**src/rtl/shift_feed_ctrl.sv**
```systemverilog
// Shift-register feed controller: queues {data, count} words in a 4-deep FIFO and
// drives each word with 1 + count enable cycles. Optional SHIFT_FEED_CNT_EN adds sent_cnt.
module shift_feed_ctrl (
   input  logic       clk,
   input  logic       rst,
   input  logic       s_valid,
   output logic       s_ready,
   input  logic [3:0] s_data,
   input  logic [2:0] s_count,
   output logic [3:0] out_data,
   output logic       out_ex,
   output logic       busy,
`ifdef SHIFT_FEED_CNT_EN
   output logic [7:0] sent_cnt,
`endif
   output logic [2:0] fifo_count
);

   // state | meaning
   // IDLE  | no word in flight, out_ex low
   // LOAD  | first enable cycle of a freshly popped word
   // SHIFT | additional enable cycles while remaining counts down
   typedef enum logic [1:0] {
      IDLE  = 2'd0,
      LOAD  = 2'd1,
      SHIFT = 2'd2
   } state_t;

   state_t     state_q;
   state_t     state_nxt;
   logic [2:0] remaining;
   logic [2:0] rem_nxt;
   logic [3:0] out_data_nxt;
   logic       out_ex_nxt;
   logic       pop;
   logic       push;

   logic [3:0] fifo_data [4];
   logic [2:0] fifo_cnt  [4];
   logic [1:0] wr_ptr;
   logic [1:0] rd_ptr;
   logic [3:0] head_data;
   logic [2:0] head_cnt;
   logic       fifo_empty;

   assign s_ready    = (fifo_count != 3'd4);
   assign push       = s_valid && s_ready;
   assign fifo_empty = (fifo_count == 3'd0);
   assign head_data  = fifo_data[rd_ptr];
   assign head_cnt   = fifo_cnt[rd_ptr];
   assign busy       = (state_q != IDLE);

   // Storage needs no reset: entries are only read once fifo_count covers them.
   always_ff @(posedge clk) begin
      if (push) begin
         fifo_data[wr_ptr] <= s_data;
         fifo_cnt[wr_ptr]  <= s_count;
      end
   end

   always_ff @(posedge clk) begin
      if (rst) begin
         wr_ptr     <= 2'd0;
         rd_ptr     <= 2'd0;
         fifo_count <= 3'd0;
      end else begin
         if (push) wr_ptr <= wr_ptr + 2'd1;
         if (pop)  rd_ptr <= rd_ptr + 2'd1;
         case ({push, pop})
            2'b10:   fifo_count <= fifo_count + 3'd1;
            2'b01:   fifo_count <= fifo_count - 3'd1;
            default: fifo_count <= fifo_count;
         endcase
      end
   end

   always_ff @(posedge clk) begin
      if (rst) begin
         state_q   <= IDLE;
         remaining <= 3'd0;
         out_data  <= 4'd0;
         out_ex    <= 1'b0;
      end else begin
         state_q   <= state_nxt;
         remaining <= rem_nxt;
         out_data  <= out_data_nxt;
         out_ex    <= out_ex_nxt;
      end
   end

   always_comb begin
      state_nxt    = state_q;
      rem_nxt      = remaining;
      out_data_nxt = out_data;
      out_ex_nxt   = out_ex;
      pop          = 1'b0;
      case (state_q)
         IDLE: begin
            out_ex_nxt = 1'b0;
            if (!fifo_empty) begin
               pop          = 1'b1;
               state_nxt    = LOAD;
               out_data_nxt = head_data;
               out_ex_nxt   = 1'b1;
               rem_nxt      = head_cnt;
            end
         end
         LOAD, SHIFT: begin
            if (remaining != 3'd0) begin
               state_nxt  = SHIFT;
               out_ex_nxt = 1'b1;
               rem_nxt    = remaining - 3'd1;
            end else if (!fifo_empty) begin
               // Chain straight into the next word so the enable never drops.
               pop          = 1'b1;
               state_nxt    = LOAD;
               out_data_nxt = head_data;
               out_ex_nxt   = 1'b1;
               rem_nxt      = head_cnt;
            end else begin
               state_nxt  = IDLE;
               out_ex_nxt = 1'b0;
            end
         end
         default: begin
            state_nxt  = IDLE;
            out_ex_nxt = 1'b0;
            rem_nxt    = 3'd0;
         end
      endcase
   end

`ifdef SHIFT_FEED_CNT_EN
   logic word_done;

   // A word's last enable cycle is the one where nothing remains to count down.
   assign word_done = (state_q != IDLE) && (remaining == 3'd0);

   always_ff @(posedge clk) begin
      if (rst)            sent_cnt <= 8'd0;
      else if (word_done) sent_cnt <= sent_cnt + 8'd1;
   end
`endif

endmodule
```
**config.mk**
```make
export PLATFORM = sky130hd
export DESIGN_NAME = shift_feed_ctrl
export DESIGN_NICKNAME = d
export VERILOG_FILES = /design/src/rtl/shift_feed_ctrl.sv
export SDC_FILE = /design/constraint.sdc
export NUM_CORES = 1
export LEC_CHECK = 0
export ABC_AREA = 1
export CORE_UTILIZATION = 45
export CTS_CLUSTER_DIAMETER = 80
export DETAILED_ROUTE_END_ITERATION = 12
export PLACE_DENSITY = 0.72
export SLEW_MARGIN = 20
export SYNTH_ARGS = -nofsm -noshare
export SYNTH_HDL_FRONTEND = slang
export SYNTH_SLANG_ARGS = --single-unit
```
**constraint.sdc**
```tcl
create_clock -name clk -period 4.1 [get_ports clk]
set_clock_uncertainty 0.15 [all_clocks]
set_input_delay 0.615 -clock clk [delete_from_list [all_inputs] [get_ports clk]]
set_output_delay 0.615 -clock clk [all_outputs]
set_load 0.03 [all_outputs]
```
# Word-level counts from Yosys, hierarchy flattened
# Memory sizes are Yosys's and may differ from the RTL's. A register that Yosys moved wholly into a read port is not among the register bits.
# Index checks and enable logic that the tools add are counted.
[totals]
output_inout_bits = 10
wordCells = 52
ff_bits = 17
mem_count = 2
mem_bits_rw = 28
in_bits = 10
[memory_table]
columns = ["memory", "words", "word_bits", "read_ports", "rd_ports_with_merged_regs", "write_ports", "line", "text"]
rows = [
  ["fifo_data", 4, 4, 1, 1, 1, "38", "logic [3:0] fifo_data [4];"],
  ["fifo_cnt", 4, 3, 1, 1, 1, "39", "logic [2:0] fifo_cnt [4];"],
]
[op_classes]
n_addsub = 5
reduce_logical = 9
n_eq_ne = 7
mux = 22
[ops]
columns = ["cell", "count"]
rows = [
  ["2-to-1 mux 2 bit", 6],
  ["one-hot mux 3 bit (2 select lines)", 2],
  ["2-to-1 mux 4 bit", 2],
  ["one-hot mux 4 bit (2 select lines)", 1],
  ["2-to-1 mux 1 bit", 6],
  ["2-to-1 mux 3 bit", 2],
  ["nonzero test 2 bit", 3],
  ["subtractor 3 x 1 -> 3 bit (second input constant)", 2],
  ["adder 2 x 1 -> 2 bit (second input constant)", 2],
  ["== test 2 x 1 -> 1 bit (second input constant)", 2],
  ["== test 2 bit (second input constant)", 2],
  ["!= test 2 bit (second input constant)", 2],
  ["one-hot mux 1 bit (2 select lines)", 2],
  ["one-hot mux 2 bit (2 select lines)", 1],
  ["adder 3 x 1 -> 3 bit (second input constant)", 1],
  ["logical NOT 3 bit", 1],
  ["!= test 3 bit (second input constant)", 1],
  ["nonzero test 3 bit", 1],
  ["logical NOT 2 bit", 1],
  ["AND reduction 2 bit", 1],
  ["OR reduction 2 bit", 1],
  ["logical AND 1 bit", 1],
]

# Depth between registers and ports, before layout
[depth]
depth_word = 6
mapped_depth = 15
mapped_depth_nobuf = 14

# Least setup slack after synthesis
# No wires, ideal clock.
[synth_path]
path_type = "reg-to-reg"
start = "reg state_q[0]"
end = "reg fifo_count[2]"
setup_time_ns = 0.120
arrival_ns = 2.001
path_buffers = 1
t_required_ns = 3.830
stages_incl_launch_ff = 15
slack_ns = 1.829
synth_period_minus_slack_ns = 2.271
path_cell_list = "dfxtp_1 > inv_1 > ha_1 > buf_2 > nand3_1 > nand2_1 > nand2_2 > inv_2 > ha_1 > inv_1 > fa_1 > nand2_1 > nand3_1 > o21ai_0 > a21oi_1"
[synth_between]
elab_chain_len = 5
word_cells_on_any_way = 9
cone_classes = "eq/ne: 4; mux: 2; reduce/logical: 3"
[synth_lines]
columns = ["item", "line", "text"]
rows = [
  ["start, declared", "29", "state_t state_q;"],
  ["start signal, assigned", "84", "state_q <= state_nxt;"],
  ["== test 2 x 1 -> 1 bit / == test 2 bit (equally long branches)", "97", "case (state_q)"],
  ["OR reduction 2 bit", "97", ""],
  ["one-hot mux 1 bit (2 select lines) *", "97", ""],
  ["named net pop", "35", "logic pop;"],
  ["== test 2 x 1 -> 1 bit / == test 2 bit (equally long branches)", "69", "case ({push, pop})"],
  ["one-hot mux 3 bit (2 select lines) / nonzero test 2 bit (equally long branches)", "-", ""],
  ["end signal, assigned", "70", "2'b10: fifo_count <= fifo_count + 3'd1;"],
  ["end signal, assigned", "71", "2'b01: fifo_count <= fifo_count - 3'd1;"],
  ["end signal, assigned", "72", "default: fifo_count <= fifo_count;"],
  ["end, declared", "16", "output logic [2:0] fifo_count"],
]
# Mark *: on every way through the listed nets, which the timed path passes. The rest lies on a longest branch.
# A chain may end at the register's enable or synchronous reset.

# Worst setup path in the final report
[layout_path]
start = "reg state_q[0]"
end = "out busy"
[layout_between]
elab_chain_len = 1
[layout_lines]
columns = ["item", "line", "text"]
rows = [
  ["nonzero test 2 bit", "51", "assign busy = (state_q != IDLE);"],
  ["end, declared", "12", "output logic busy,"],
]
# Every way passes these cells.

==> results.sh <==
export IMPL_cp_start_kind="flop"
export IMPL_synthesis_area_um2=2130
export IMPL_syn_avg_cell_area_um2=9.33
export IMPL_crit_family="buffers and inverters"
export IMPL_die_w_um=70.8
export IMPL_fin_setup_tns_ns=0
export IMPL_relSlewSlack_pct=53.8
export IMPL_max_freq_ghz=0.397
export IMPL_die_h_um=70.8
export IMPL_worst_path_most_repeated_cell="inv_1"
export IMPL_netlist_top_cells_count="nand2_1 (44), nor2_1 (36), edfxtp_1 (28), inv_1 (28), dfxtp_1 (19)"
export IMPL_diodes=0
export IMPL_setup_viol=0
export IMPL_synth_top_cell_area_share_pct=39.5
export IMPL_synth_simple_area_share_pct=20.7
export IMPL_crit_fanout=5
export IMPL_grt_use_total_pct=15.8
export IMPL_nets=269
export IMPL_hold_buffers=0
export IMPL_postCtsSetupBuffers=0
export IMPL_setup_ws_ns=1.58
export IMPL_dieArea_um2=5010
export IMPL_antenna_found_initial=0
export IMPL_r2r_end="fifo_count[2]"
export IMPL_place_ws_ns=1.62
export IMPL_max_stage_delay_ns=0.70
export IMPL_rr_worst_depth=13
export IMPL_port_buffers=19
export IMPL_numCtsBuffers=5
export IMPL_cts_tree="done"
export IMPL_synth_most_common_cell="nand2_1"
export IMPL_fin_total_pwr_w=0.00184
export IMPL_grt_overflow=0
export IMPL_core_um2=4440
export IMPL_tightest_slew_ns=0.691
export IMPL_synth_xor_area_share_pct=0.412
export IMPL_top_level_ports=20
export IMPL_ant_nets=0
export IMPL_finalHoldViolCount=0
export IMPL_peakVddDrop_v=0.000356
export IMPL_cts_resized=0
export IMPL_powerDensity_nw_per_um2=759
export IMPL_syn2layout_area_growth_pct=14.0
export IMPL_clk_latency_ns=0.29
export IMPL_yosys_area_share_adder_pct=6.23
export IMPL_gp_congestion=0.788
export IMPL_synthMuxAreaShare_pct=0
export IMPL_cts_num_sinks=47
export IMPL_grt_max_degree=16
export IMPL_rrSetupSlack_ns=1.59
export IMPL_viasPerCell=4.88
export IMPL_violations="DRC"
export IMPL_wl_um=3610
export IMPL_synth_main_ff_cell="edfxtp_1"
export IMPL_leakagePower_nw=1.01
export IMPL_hpwl_um=2550
export IMPL_firstDrtPassIters=8
export IMPL_drc=2
export IMPL_clockRootBuffer="clkbuf_8"
export IMPL_fin_crit_sh_pct=61.4
export IMPL_drtIter0Drc=94
export IMPL_crit_arrival_ns=1.75
export IMPL_cts_path_max_buffers=2
export IMPL_whs_path_depth=2
export IMPL_drive_gt1_share_pct=7.20
export IMPL_async_reset_ff_share_pct=0
export IMPL_wl_per_cell_um=11.9
export IMPL_ys_ff_latch=47
export IMPL_synth_area_top_cells="edfxtp_1 (40%), dfxtp_1 (18%), nand2_1 (7.8%)"
export IMPL_finalMaxSlewViolations=0
export IMPL_grt_pass1_wl_um=6040
export IMPL_hold_path_class="flop to flop"
export IMPL_syn_inst=228
export IMPL_min_period_ns=2.52
export IMPL_synth_compound_area_share_pct=7.88
export IMPL_htreeDepth=2
export IMPL_ys_warn_count=0
export IMPL_crit_slowest_cell="clkdlybuf4s50_1"
export IMPL_clkSlewWorstSetupHoldPaths_ns=0.08
export IMPL_synth_area_leader_cell="edfxtp_1"
export IMPL_synth_top_family_by_area="simple AND/OR/NAND/NOR gates"
export IMPL_vias=1474
export IMPL_critPathCaptureType="primary output"
export IMPL_path_buf_inv=3
export IMPL_cap_viol_max_count=0
export IMPL_min_to="state_q[0]"
export IMPL_hp_start="state_q[0]"
export IMPL_r2r_start="state_q[0]"
export IMPL_grt_pass1_vias=1358
export IMPL_rows=24
export IMPL_path_cells="inv_1, ha_1, inv_1, clkdlybuf4s50_1"
export IMPL_syn_num_nets=248
export IMPL_cp_required_ns=3.34
export IMPL_hold_slack_ns=0.339
export IMPL_yosysSeqAreaShare_pct=57.4
export IMPL_worstSetupPathType="flop to primary output"
export IMPL_ys_types=23
export IMPL_rsz0062_at_grt="no"
export IMPL_initial_utilization_pct=47.9
export IMPL_status="finished with violations"
export IMPL_synth_edf_count=28
==> logic make-up after synthesis <==
logic type,count (synthesis)
AND/OR/NAND/NOR,103
flip-flops,47
XOR/XNOR,1
buffers and inverters,37
AO/OA/AOI/OAI,30
adder cells (fa/ha/maj),10
==> registers in the layout (all words and copies together), names as in the netlist, named ones only <==
name and count:
fifo_data 16, fifo_cnt 12, out_data 4, fifo_count 3, remaining 3, rd_ptr 2
state_q 2, wr_ptr 2, out_ex 1
==> where the power goes <==
group | switching [W] | internal [W]
sequential | 0.0000832 | 0.000607
combinational | 0.000567 | 0.000322
clock | 0.000141 | 0.000121
==> routing by layer <==
layer | wire, um | share of wire, % | up-vias | GRT usage (%)
met4 | 32 | 0.89 | 0 | 6.89
met5 | 0 | 0 | - | 0
met3 | 127 | 3.5 | 2 | 4.70
met2 | 1760 | 49 | 22 | 26.2
met1 | 1690 | 47 | 674 | 19.3
li1 | - | - | 776 | -
==> worst max-delay path by stage <==
stage | start | end | slack, ns | cells after the start
floorplan | state_q[0] | fifo_count[2] | 1.83 | 14
global placement | s_valid | fifo_count[2] | 1.70 | 9
detailed placement | s_valid | fifo_count[2] | 1.62 | 9
CTS | state_q[0] | busy | 1.59 | 4
global route | state_q[1] | fifo_count[2] | 1.40 | 13
finish | state_q[0] | busy | 1.58 | 4
==> layout make-up <==
cell class | count | area (um^2)
Clock buffer | 8 | 80.1
Tap cell | 52 | 65.1
Multi-Input combinational cell | 144 | 749
Sequential cell | 47 | 1220
Timing Repair Buffer | 19 | 190
Inverter | 32 | 120
Fill cell | 393 | 2020
==> tightest hold or removal path, stage by stage (launching register included) <==
cell and delay (ns):
dfxtp_1 0.33, nand2_1 0.07, a21oi_1 0.05
==> per-stage QoR <==
step / cell area [um^2] / cells / util [%]
2_1_floorplan: 2130 / 228 / -
3_3_place_gp: 2350 / 294 / 52.8
3_5_place_dp: 2350 / 294 / 52.8
4_1_cts: 2430 / 302 / 54.6
5_1_grt: 2430 / 302 / 54.6
6_report: 2430 / 302 / 54.6
==> cells in the final DEF, fill, tap and decap left out <==
master	n
a21oi_4	1
inv_1	28
nor2_1	36
ha_1	9
a21oi_2	1
dfxtp_1	19
a21oi_1	11
nor2_2	1
xor2_1	1
o21ai_0	8
nand3_1	15
edfxtp_1	28
fa_1	1
nand4_1	1
nand2_4	2
nand2_2	3
clkbuf_8	5
inv_2	4
clkbuf_1	3
nor2_4	1
o21ai_1	8
clkdlybuf4s50_1	19
o21bai_1	1
nand2_1	44
(Power assumes the default switching activity.)
